**config.mk**
```make
export PLATFORM = sky130hd
export DESIGN_NAME = m24_reader
export DESIGN_NICKNAME = d
export VERILOG_FILES = /design/src/rtl/m24_pkg.sv /design/src/rtl/m24_bit_timer.sv /design/src/rtl/m24_reader.sv
export SDC_FILE = /design/constraint.sdc
export NUM_CORES = 1
export LEC_CHECK = 0
export BUFFER_PORTS_ARGS = -buffer_cell sky130_fd_sc_hd__clkbuf_2
export CORE_AREA = 2 2 72 74
export CTS_CLUSTER_DIAMETER = 150
export CTS_CLUSTER_SIZE = 40
export DETAILED_ROUTE_END_ITERATION = 10
export DIE_AREA = 0 0 74 76
export PLACE_DENSITY_LB_ADDON = 0.05
export SYNTH_ARGS = -nofsm -noshare
export SYNTH_HDL_FRONTEND = slang
export SYNTH_SLANG_ARGS = --single-unit
```
**constraint.sdc**
```tcl
create_clock -name SYSCLK_IN -period 2.7 [get_ports SYSCLK_IN]
set_input_delay 0.27 -clock SYSCLK_IN [delete_from_list [all_inputs] [get_ports SYSCLK_IN]]
set_output_delay 0.27 -clock SYSCLK_IN [all_outputs]
set_load 0.1 [all_outputs]
```
**src/rtl/m24_pkg.sv**
```systemverilog
// Shared constants, FSM states and slot drive table for the M24C08 reader.
package m24_pkg;

  localparam logic [6:0] DEVSEL = 7'b1010000;
  localparam int GAP_SLOTS = 3;

  localparam logic [5:0] S_START = 6'd0;
  localparam logic [5:0] S_ACK0  = 6'd9;
  localparam logic [5:0] S_ACK1  = 6'd18;
  localparam logic [5:0] S_SR    = 6'd19;
  localparam logic [5:0] S_ACK2  = 6'd28;
  localparam logic [5:0] S_DAT0  = 6'd29;
  localparam logic [5:0] S_NACK  = 6'd37;
  localparam logic [5:0] S_STOP  = 6'd38;
  localparam logic [5:0] S_GAP_END = S_STOP + 6'(GAP_SLOTS);

  typedef enum logic [1:0] {IDLE, XFER, GAP, DONE} state_t;

  // Returns {sdat, sda} to present during slot n.
  function automatic logic [1:0] slot_drive(
    input logic [5:0] n,
    input logic [6:0] addr
  );
    logic [7:0] w;
    logic [7:0] a;
    logic [7:0] r;
    logic [2:0] i;
    logic [1:0] d;
    w = {DEVSEL, 1'b0};
    a = {1'b0, addr};
    r = {DEVSEL, 1'b1};
    i = '0;
    d = 2'b11;
    unique case (1'b1)
      (n >= 6'd1 && n <= 6'd8): begin
        i = 3'(6'd8 - n);
        d = {1'b1, w[i]};
      end
      (n >= 6'd10 && n <= 6'd17): begin
        i = 3'(6'd17 - n);
        d = {1'b1, a[i]};
      end
      (n >= 6'd20 && n <= 6'd27): begin
        i = 3'(6'd27 - n);
        d = {1'b1, r[i]};
      end
      (n == S_ACK0 || n == S_ACK1 || n == S_ACK2): d = 2'b01;
      (n >= S_DAT0 && n < S_NACK): d = 2'b01;
      (n == S_STOP): d = 2'b10;
      default: d = 2'b11;
    endcase
    return d;
  endfunction

endpackage

```
**src/rtl/m24_bit_timer.sv**
```systemverilog
// Tick-gated phase/slot counter for the M24C08 reader.
module m24_bit_timer
  import m24_pkg::*;
(
  input  logic       clk,
  input  logic       rst_n,
  input  logic       tick,
  input  logic       run,
  input  logic       clr,
  input  logic       load,
  input  logic [5:0] load_slot,
  output logic [1:0] p,
  output logic [5:0] s,
  output logic       slot_end
);

  assign slot_end = tick && run && (p == 2'd3);

  always_ff @(posedge clk or negedge rst_n) begin
    if (!rst_n) begin
      p <= '0;
      s <= '0;
    end else if (clr) begin
      p <= '0;
      s <= '0;
    end else if (tick && run) begin
      p <= p + 2'd1;
      if (p == 2'd3)
        s <= load ? load_slot : s + 6'd1;
    end
  end

endmodule

```
**src/rtl/m24_reader.sv**
```systemverilog
// I2C random-read master for the M24C08 EEPROM (one byte, block 0).
// Define M24_READER_ACK_CHECK_EN to check slave ACKs and abort on NACK.
module m24_reader
  import m24_pkg::*;
(
  input  logic       SYSCLK_IN,
  input  logic       RESET_N_IN,
  input  logic       INT400K_IN,
  input  logic       REQ_IN,
  input  logic [6:0] RD_ADDR_IN,
  output logic       BUSY_OUT,
  output logic [7:0] RD_DATA_OUT,
  output logic       RD_VALID_OUT,
  output logic       ERR_OUT,
  output logic       M24C08_SCL_OUT,
  output logic       M24C08_SDA_OUT,
  input  logic       M24C08_SDA_IN,
  output logic       M24C08_SDAT_OUT
);

  state_t state, state_nx;

  logic [1:0] p;
  logic [5:0] s;
  logic       slot_end;
  logic       accept;
  logic       run;
  logic       step;
  logic       load;
  logic       abort;
  logic       done_nx;
  logic [6:0] addr;
  logic [7:0] shreg;
  logic [7:0] rd_data;
  logic       scl;
  logic       sda;
  logic       sdat;

  assign accept  = REQ_IN && (state == IDLE);
  assign run     = (state == XFER) || (state == GAP);
  assign step    = INT400K_IN && (state == XFER);
  assign load    = abort && (state == XFER) && (s != S_STOP);
  assign done_nx = (state == GAP) && (state_nx == DONE);

  m24_bit_timer u_timer (
    .clk       (SYSCLK_IN),
    .rst_n     (RESET_N_IN),
    .tick      (INT400K_IN),
    .run       (run),
    .clr       (accept),
    .load      (load),
    .load_slot (S_STOP),
    .p         (p),
    .s         (s),
    .slot_end  (slot_end)
  );

  always_ff @(posedge SYSCLK_IN or negedge RESET_N_IN) begin
    if (!RESET_N_IN) state <= IDLE;
    else             state <= state_nx;
  end

  always_comb begin
    state_nx = state;
    unique case (state)
      IDLE: if (accept) state_nx = XFER;
      XFER: if (slot_end && s == S_STOP) state_nx = GAP;
      GAP:  if (slot_end && s == S_GAP_END) state_nx = DONE;
      DONE: state_nx = IDLE;
      default: state_nx = IDLE;
    endcase
  end

  // STOP slot keeps SCL high so the bus ends idle.
  always_ff @(posedge SYSCLK_IN or negedge RESET_N_IN) begin
    if (!RESET_N_IN) begin
      scl     <= 1'b1;
      sda     <= 1'b1;
      sdat    <= 1'b1;
      addr    <= '0;
      shreg   <= '0;
      rd_data <= '0;
    end else begin
      if (accept) addr <= RD_ADDR_IN;
      if (done_nx && !abort) rd_data <= shreg;
      if (step) begin
        scl <= (s == S_STOP) ? 1'b1 : ~p[1];
        unique case (p)
          2'd0: if (s == S_START) sda <= 1'b0;
          2'd1: begin
            if (s == S_SR) sda <= 1'b0;
            if (s == S_STOP) sda <= 1'b1;
            if (s >= S_DAT0 && s < S_NACK)
              shreg <= {shreg[6:0], M24C08_SDA_IN};
          end
          2'd2: begin
            if (abort && s != S_STOP)
              {sdat, sda} <= 2'b10;
            else if (s != S_STOP)
              {sdat, sda} <= slot_drive(s + 6'd1, addr);
          end
          default: ;
        endcase
      end
    end
  end

`ifdef M24_READER_ACK_CHECK_EN
  logic err;

  always_ff @(posedge SYSCLK_IN or negedge RESET_N_IN) begin
    if (!RESET_N_IN) begin
      abort <= 1'b0;
      err   <= 1'b0;
    end else begin
      if (accept) begin
        abort <= 1'b0;
        err   <= 1'b0;
      end else if (step && p == 2'd1 && M24C08_SDA_IN &&
                   (s == S_ACK0 || s == S_ACK1 || s == S_ACK2)) begin
        abort <= 1'b1;
      end
      if (done_nx) err <= abort;
    end
  end

  assign ERR_OUT = err;
`else
  assign abort   = 1'b0;
  assign ERR_OUT = 1'b0;
`endif

  assign BUSY_OUT        = (state != IDLE);
  assign RD_VALID_OUT    = (state == DONE);
  assign RD_DATA_OUT     = rd_data;
  assign M24C08_SCL_OUT  = scl;
  assign M24C08_SDA_OUT  = sda;
  assign M24C08_SDAT_OUT = sdat;

endmodule

```
Word-level counts from Yosys, hierarchy flattened
Memory sizes are Yosys's and may differ from the RTL's.
Index checks and enable logic that the tools add are counted.
{ "totals": {"reg_bits": 36, "romBits": 16, "input_bits": 12, "out_inout_bits": 14, "memories": 2} }
{ "memory_table": {"columns": ["name", "depth", "word_bits", "rd", "rd_clocked_by_memory_dff", "wr", "line_no", "source"], "rows": [
  ["(no name shown)", 8, 1, 1, 0, 0, "m24_pkg.sv:45", "d = {1'b1, r[i]};"],
  ["(no name shown)", 8, 1, 1, 0, 0, "m24_pkg.sv:37", "d = {1'b1, w[i]};"]
]} }
{ "classes": {"n_addsub": 5, "magnitude_cmp": 13, "eq_ne": 18, "n_mux": 20, "n_bitwise": 1, "reduce_logical": 27} }
{ "ops": {"columns": ["operator", "count"], "rows": [
  ["$eq 6x5->1 const B", 3],
  ["$eq 6x6->1 const B", 3],
  ["$ge 6x5->1 const B", 3],
  ["$mux 6", 3],
  ["$le 6x5->1 const B", 2],
  ["$logic_and 1x1->1", 12],
  ["$lt 3x4->1 const B", 3],
  ["$lt 6x6->1 const B", 2],
  ["$eq 2x2->1 const B", 5],
  ["$mux 2", 5],
  ["$pmux 2 s5", 1],
  ["$mux 1", 8],
  ["$pmux 2 s4", 1],
  ["$add 6x1->6 const B", 1],
  ["$eq 6x4->1 const B", 1],
  ["$ge 6x1->1 const B", 1],
  ["$ge 6x4->1 const B", 1],
  ["$le 6x4->1 const B", 1],
  ["$logic_not 6->1", 1],
  ["$ne 6x6->1 const B", 1],
  ["$reduce_and 3->1", 2],
  ["$reduce_bool 2->1", 3],
  ["$sub 1x3->3 const A", 2],
  ["$reduce_and 5->1", 1],
  ["13 further kinds", 18]
]} }

Depth between registers and ports, before layout
Gate-level depths: netlist (run 1).
{ "logic_depth": {"ltp_word": 9, "depth_mapped": 9, "ltp_nobuf": 8} }

By module
A second synthesis (run 1) with hierarchy kept.
{ "unflattened": {"hier_cells": 272, "hier_area_um2": 2638.8} }
{ "modules_own_cells": {"columns": ["module", "n_inst", "cells_per_inst", "area_per_inst_um2"], "rows": [
  ["m24_reader", 1, 217, 2133.3],
  ["m24_bit_timer", 1, 55, 505.5]
]} }

Worst setup path before layout (run 1)
No wires, ideal clock.
{ "synth_path": {"kind": "reg2reg", "startpoint": "reg u_timer.s[0]", "endpoint": "reg sda, in the netlist M24C08_SDA_OUT", "setup_time_ns": 0.083, "t_arrival_ns": 2.159, "required_time_ns": 2.617, "setup_slack_ns": 0.458, "stages_incl_launch_ff": 10, "synth_period_minus_slack_ns": 2.242, "cell_sequence": "dfrtp_1 > buf_2 > inv_1 > ha_1 > ha_1 > a21oi_1 > a211o_1 > a21o_1 > a211o_1 > a41oi_1"} }
{ "synth_between": {"elab_chain_cells": 8, "elab_cells_between_ends": 41} }
{ "synth_lines": {"columns": ["item", "line_no", "source"], "rows": [
  ["start, declared", "m24_bit_timer.sv:13", "output logic [5:0] s,"],
  ["start signal, assigned", "m24_bit_timer.sv:29", "s <= load ? load_slot : s + 6'd1;"],
  ["parallel branches: the longest is 8 deep, another holds $add 6x1->6", null, null],
  ["end signal, assigned", "m24_reader.sv:100", "{sdat, sda} <= slot_drive(s + 6'd1, addr);"],
  ["end, declared", "m24_reader.sv:36", "logic sda;"]
]} }
Parallel ways; which one is timed is not known. The select of a mux whose other input is x is not followed.
A chain may end at the register's enable or synchronous reset.

Worst setup path in the final report (run 1)
{ "layout_path": {"startpoint": "reg u_timer.s[1]", "endpoint": "reg sdat, in the netlist M24C08_SDAT_OUT"} }
{ "layout_between": {"elab_chain_cells": 6, "elab_cells_between_ends": 23} }
{ "layout_lines": {"columns": ["item", "line_no", "source"], "rows": [
  ["parallel branches: the longest is 6 deep, another holds $add 6x1->6", null, null],
  ["end signal, assigned", "m24_reader.sv:100", null],
  ["end, declared", "m24_reader.sv:37", "logic sdat;"]
]} }
Parallel ways; which one is timed is not known.

==> results.txt, run 1 <==
status -> completed
HPWL after detailed placement -> 3800 µm
# diodes -> 0
die width -> 74 µm
critical-path maximum fanout -> 15
first-pass GRT wire length -> 8500 µm
pin count of the biggest net entering global routing -> 37
Die Y -> 76 µm
max frequency -> 404 MHz
antenna violations before repair -> 0
post-synth top area share -> 0.349
Main synth FF type -> dfrtp_1
Final Cycle Share -> 0.917
synthesized-area fraction occupied by adder cells -> 0.0899
Mapped Area -> 2370 µm²
clk_lat worst skew -> 0.28 ns
WS Path Type -> reg2reg
required time worst endpoint -> 2.91 ns
residual DRC count -> 0
cts hold-fix bufs -> 0
Power Total -> 2.33 mW
fin crit period -> 2.48 ns
startpoint class of the critical path -> flip-flop
CTS Sinks -> 36
Core Footprint -> 4910 µm²
CTS buffer count -> 5
Starting Density -> 0.482
vias after detailed routing -> 1830
Final Skew -> 0.00493 ns
async set-reset flop share out of synthesis -> 1.00
wire per inst -> 15.5 µm
top cells by area, synth -> dfrtp_1, mux2_2, ha_1
DRT iter0 DRCs -> 141
vias per cell -> 5.58
Post-Syn Nets -> 263
Synth Area per Inst -> 10.1 µm²
TritonRoute pass-1 iters -> 4
warning count from the yosys run -> 0
CP Capture Type -> flip-flop
Pwr Density -> 876 nW/µm²
maxcap violations -> 0
crit path DAT -> 2.69 ns
worst ir drop on vdd -> 0.384 mV
share of cells above drive strength 1 -> 0.291
P_leak -> 1.25 nW
CTS tree -> built
post-layout net count -> 286
CTS resizes -> 0
FP Rows -> 26
Simple-Gate Fraction of Synth Area -> 0.152
vias in the first global route -> 1707
Distinct cells, synth -> 55
largest family of logic cells by synthesized area -> compound AO/OA/AOI/OAI gates
Reg clk slew, reported paths -> 0.07 ns
PortBufs -> 24
die area -> 5620 µm²
area grow syn2layout -> 12.3%
CTS root buf -> clkbuf_8
setup violators final -> 0
worst min-delay path category -> in2async
RSZ-0062 raised after global routing -> no
H-Tree Depth -> 2
gpl congestion -> 0.889
sequential area share after synthesis -> 0.382
Max Slew Vio Count -> 0
multiplexer share of the synthesized area -> 0.127
Fin Setup TNS -> 0 ns
worst-margin pin slew -> 0.881 ns
endpoints failing hold -> 0
Rel. slew slack -> 0.413
postcts setup bufs -> 0
GRT Overall Usage -> 0.195
Synth Area in XOR/XNOR -> 0.0407
FILL cells -> 458
drt total wl -> 5100 µm
most frequent cells in the layout -> dfrtp_1, clkbuf_2, mux2_2
grt total ovfl -> 0
commonest non-fill, non-tap cell in the layout -> dfrtp_1
Detail Route Antenna Nets -> 0
largest area contributor in the netlist -> dfrtp_1
Post-synth EDFFs -> 0
Yosys reg bits -> 36
clock buffer depth -> 2
cell count after synthesis -> 234
IO Count -> 26
fraction of the mapped netlist area in compound gates -> 0.158
Yosys cell counts (all sizes together) (2+ instances only):
master	instances
dfrtp	33
mux2	23
nor2	18
ha	17
nand2	16
buf	12
nand3	10
a21oi	9
inv	9
o21ai	8
xnor2	8
a31oi	7
and3	4
nor2b	4
o211ai	4
a211o	3
clkbuf	3
dfstp	3
nor3b	3
o2bb2ai	3
xor2	3
a211oi	2
a21o	2
and2	2
and3b	2
mux2i	2
o21a	2
or2	2
critical path, stage by stage (launching register included):
cell and delay [ns]:
dfrtp_1 0.63, inv_1 0.16, ha_1 0.25, nor2b_1 0.37, nor2_1 0.09, o21ai_0 0.20
a311o_1 0.23, nand3_1 0.11, o41a_1 0.37
where the power goes:
| part | leakage [nW] | switching (mW) | total [mW] | internal, mW |
|---|---|---|---|---|
| Sequential | 0.478 | 0.128 | 0.741 | 0.613 |
| Combinational | 0.714 | 0.688 | 1.12 | 0.428 |
| Clock | 0.0541 | 0.198 | 0.471 | 0.273 |
| Total | 1.25 | 1.01 | 2.33 | 1.31 |
final cells by class:
type                    instances  area, µm²  area share
clock inverters                 3       42.5      0.0160
flip-flops and latches         36        905       0.340
inverters                       9       33.8      0.0127
multi-input cells             174       1350       0.507
clock buffers                   5       68.8      0.0259
well taps                      70       87.6      0.0330
repair buffers                 31        173      0.0650
path summary, 6_finish.rpt:
check	from	end	slack, ns	cells past startpoint
max in group asynchronous	RESET_N_IN	u_timer.s[4]	2.06	1
worst max-delay path	u_timer.s[1]	M24C08_SDAT_OUT	0.22	8
worst min-delay path	RESET_N_IN	RD_DATA_OUT[4]	0.09	1
worst min register to register	u_timer.p[1]	M24C08_SCL_OUT	0.50	1
min in group SYSCLK_IN	M24C08_SDA_IN	shreg[0]	0.21	2
worst max register to register	u_timer.s[1]	M24C08_SDAT_OUT	0.22	8
logic make-up after synthesis:
| group | count (synthesis) |
|---|---|
| flops | 36 |
| mux | 26 |
| xor+xnor | 11 |
| fa+ha+maj | 17 |
| simple gates | 67 |
| compound gates | 52 |
| other cells | 1 |
| buf+inv | 24 |
flip-flops by register name, summed over array words and instances (netlist names):
signal	cells
addr	7
u_timer.s	6
state	2
M24C08_SCL_OUT	1
RD_DATA_OUT	8
M24C08_SDA_OUT	1
M24C08_SDAT_OUT	1
u_timer.p	2
shreg	8
metal layers:
metal	vias to the layer above	global-route usage	routed length (µm)
met5	-	0	0
met4	0	0.0745	89
met3	8	0.0410	236
met2	48	0.276	2370
met1	890	0.291	2410
li1	884	-	-
stage by stage:
stage	hold WS, ns	util	instance area [µm²]	std cells	setup slack, ns
2_1_floorplan	-0.0256	-	2370	234	0.458
5_1_grt	0.168	0.541	2660	328	0.0238
3_3_place_gp	0.435	0.518	2550	320	0.280
6_report	0.0930	0.541	2660	328	0.224
4_1_cts	0.124	0.541	2660	328	0.263
3_5_place_dp	0.438	0.518	2550	320	0.287
Note: power is estimated with default switching activity, not from simulation.
==> run 2: changes to the inputs <==
--- a/config.mk
+++ b/config.mk
@@ -11,6 +11,7 @@
 export CTS_CLUSTER_SIZE = 40
 export DETAILED_ROUTE_END_ITERATION = 10
 export DIE_AREA = 0 0 74 76
+export HOLD_SLACK_MARGIN = 0.15
 export PLACE_DENSITY_LB_ADDON = 0.05
 export SYNTH_ARGS = -nofsm -noshare
 export SYNTH_HDL_FRONTEND = slang
==> run 2 against run 1 <==
  * Final cell count is 0.30% higher
  * Power is essentially flat
  * Flip-flop and latch count stayed put
  * Clock power barely moved
  * Register-to-register slack improved by 0.02 ns
  * Highest routed layer unchanged
  * Die area did not move
==> results.txt, run 2 (synthesized netlist as in run 1, its figures left out) <==
RSZ-0062 raised after global routing -> no (unchanged)
vias in the first global route -> 1717 (was 1707)
vias after detailed routing -> 1827 (was 1830)
antenna violations before repair -> 0 (unchanged)
Detail Route Antenna Nets -> 0 (unchanged)
FILL cells -> 457 (was 458)
Final Skew -> 0.00461 ns (was 0.00493 ns)
Starting Density -> 0.482 (unchanged)
GRT Overall Usage -> 0.196 (was 0.195)
CTS root buf -> clkbuf_8 (unchanged)
Die Y -> 76 µm (unchanged)
die width -> 74 µm (unchanged)
most frequent cells in the layout -> dfrtp_1, clkbuf_2, mux2_2 (unchanged)
gpl congestion -> 0.889 (unchanged)
drt total wl -> 5080 µm (was 5100 µm)
H-Tree Depth -> 2 (unchanged)
postcts setup bufs -> 0 (unchanged)
Pwr Density -> 872 nW/µm² (was 876 nW/µm²)
Reg clk slew, reported paths -> 0.07 ns (about the same)
wire per inst -> 15.4 µm (was 15.5 µm)
Setup Slack @ Placement -> 0.287 ns (unchanged)
# diodes -> 0 (unchanged)
clk_lat worst skew -> 0.28 ns (about the same)
Final Cycle Share -> 0.908 (was 0.917)
FP Rows -> 26 (unchanged)
Max Slew Vio Count -> 0 (unchanged)
worst ir drop on vdd -> 0.385 mV (was 0.384 mV)
residual DRC count -> 0 (unchanged)
WS Path Type -> reg2reg (unchanged)
commonest non-fill, non-tap cell in the layout -> dfrtp_1 (unchanged)
R2R Path End -> M24C08_SDA_OUT (was M24C08_SDAT_OUT)
critical-path maximum fanout -> 15 (unchanged)
grt total ovfl -> 0 (unchanged)
die area -> 5620 µm² (unchanged)
share of cells above drive strength 1 -> 0.290 (was 0.291)
vias per cell -> 5.55 (was 5.58)
endpoints failing hold -> 0 (unchanged)
CP Capture Type -> flip-flop (unchanged)
TritonRoute pass-1 iters -> 4 (unchanged)
max frequency -> 408 MHz (was 404 MHz)
Worst Setup EP -> M24C08_SDA_OUT (was M24C08_SDAT_OUT)
IO Count -> 26 (unchanged)
HPWL after detailed placement -> 3800 µm (unchanged)
crit path DAT -> 2.65 ns (was 2.69 ns)
Fin Setup TNS -> 0 ns (unchanged)
reg2reg setup slack -> 0.25 ns (was 0.22 ns)
setup violators final -> 0 (unchanged)
CTS tree -> built (unchanged)
first-pass GRT wire length -> 8540 µm (was 8500 µm)
status -> completed (unchanged)
CTS resizes -> 0 (unchanged)
pin count of the biggest net entering global routing -> 37 (unchanged)
worst min-delay path category -> in2reg (was in2async)
PortBufs -> 24 (unchanged)
CTS buffer count -> 5 (unchanged)
worst-case reg-to-reg path depth -> 8 (unchanged)
area grow syn2layout -> 12.7% (was 12.3%)
final core utilization -> 0.543 (was 0.541)
required time worst endpoint -> 2.90 ns (was 2.91 ns)
final worst slack -> 0.248 ns (was 0.224 ns)
post-layout net count -> 287 (was 286)
DRT iter0 DRCs -> 133 (was 141)
Rel. slew slack -> 0.413 (about the same)
worst-margin pin slew -> 0.880 ns (was 0.881 ns)
P_leak -> 1.25 nW (about the same)
worst r2r src -> u_timer.s[1] (unchanged)
startpoint class of the critical path -> flip-flop (unchanged)
CTS Sinks -> 36 (unchanged)
fin crit period -> 2.45 ns (was 2.48 ns)
maxcap violations -> 0 (unchanged)
Core Footprint -> 4910 µm² (unchanged)
clock buffer depth -> 2 (unchanged)
CP Launch Point -> u_timer.s[1] (unchanged)
## run 2: cell types whose count changed in the layout (fill, tap and decap cells not counted), sizes merged
cell | before | now
dlygate4sd3 | 0 | 1
## run 2: what timing repair did
action | 4_1_cts | 5_1_grt
endpoints found under the hold margin | 33 | 0
setup endpoints to repair | 0 | 0
hold buffers | 1 | 0
## run 2: per-layer routing
metal | GRT usage | vias up | part of all wire
met5 | 0 | - | 0
met4 | 0.0745 | 0 | 0.018
met3 | 0.0410 | 8 | 0.043
met2 | 0.279 | 46 | 0.47
met1 | 0.291 | 887 | 0.47
li1 | - | 886 | -
## run 2: worst min-delay path by stage
stage | startpoint | to | depth (start not counted)
after floorplan | RESET_N_IN | RD_DATA_OUT[0] | 0
after global placement | RESET_N_IN | addr[0] | 1
after detailed placement | RESET_N_IN | u_timer.s[0] | 1
after CTS | M24C08_SDA_IN | shreg[0] | 2
after global routing | M24C08_SDA_IN | shreg[0] | 2
final | M24C08_SDA_IN | shreg[0] | 2
## run 2: final cells by class
class | instances | area, µm² | area share
multi-input combinational | 174 | 1350 | 0.505
sequential | 36 | 905 | 0.339
timing repair buffer | 32 | 183 | 0.0685
tap | 70 | 87.6 | 0.0328
clock buffer | 5 | 68.8 | 0.0258
clock inverter | 3 | 42.5 | 0.0159
inverter | 9 | 33.8 | 0.0127
## run 2: stage by stage
| step | total power [mW] | area (µm²) | std cells | hold slack [ns] |
|---|---|---|---|---|
| global route | 2.50 | 2670 | 329 | 0.204 |
| floorplan | 1.62 | 2370 | 234 | -0.0256 |
| global placement | 1.87 | 2550 | 320 | 0.435 |
| finish | 2.33 | 2670 | 329 | 0.211 |
| CTS | 2.34 | 2670 | 329 | 0.201 |
| detailed placement | 1.86 | 2550 | 320 | 0.438 |
## run 2: power by group
part	total (mW)	internal [mW]	switching [mW]	leakage, nW
combinational	1.12	0.429	0.687	0.718
clock	0.471	0.273	0.197	0.0541
sequential	0.740	0.613	0.126	0.478
## run 2: critical path: stages, from the launching register on
cell and delay (ns):
dfrtp_1 0.63, inv_1 0.16, ha_1 0.43, ha_1 0.18
a21oi_1 0.07, a211o_1 0.29, a21o_1 0.16, a211o_1 0.23
a41oi_1 0.23
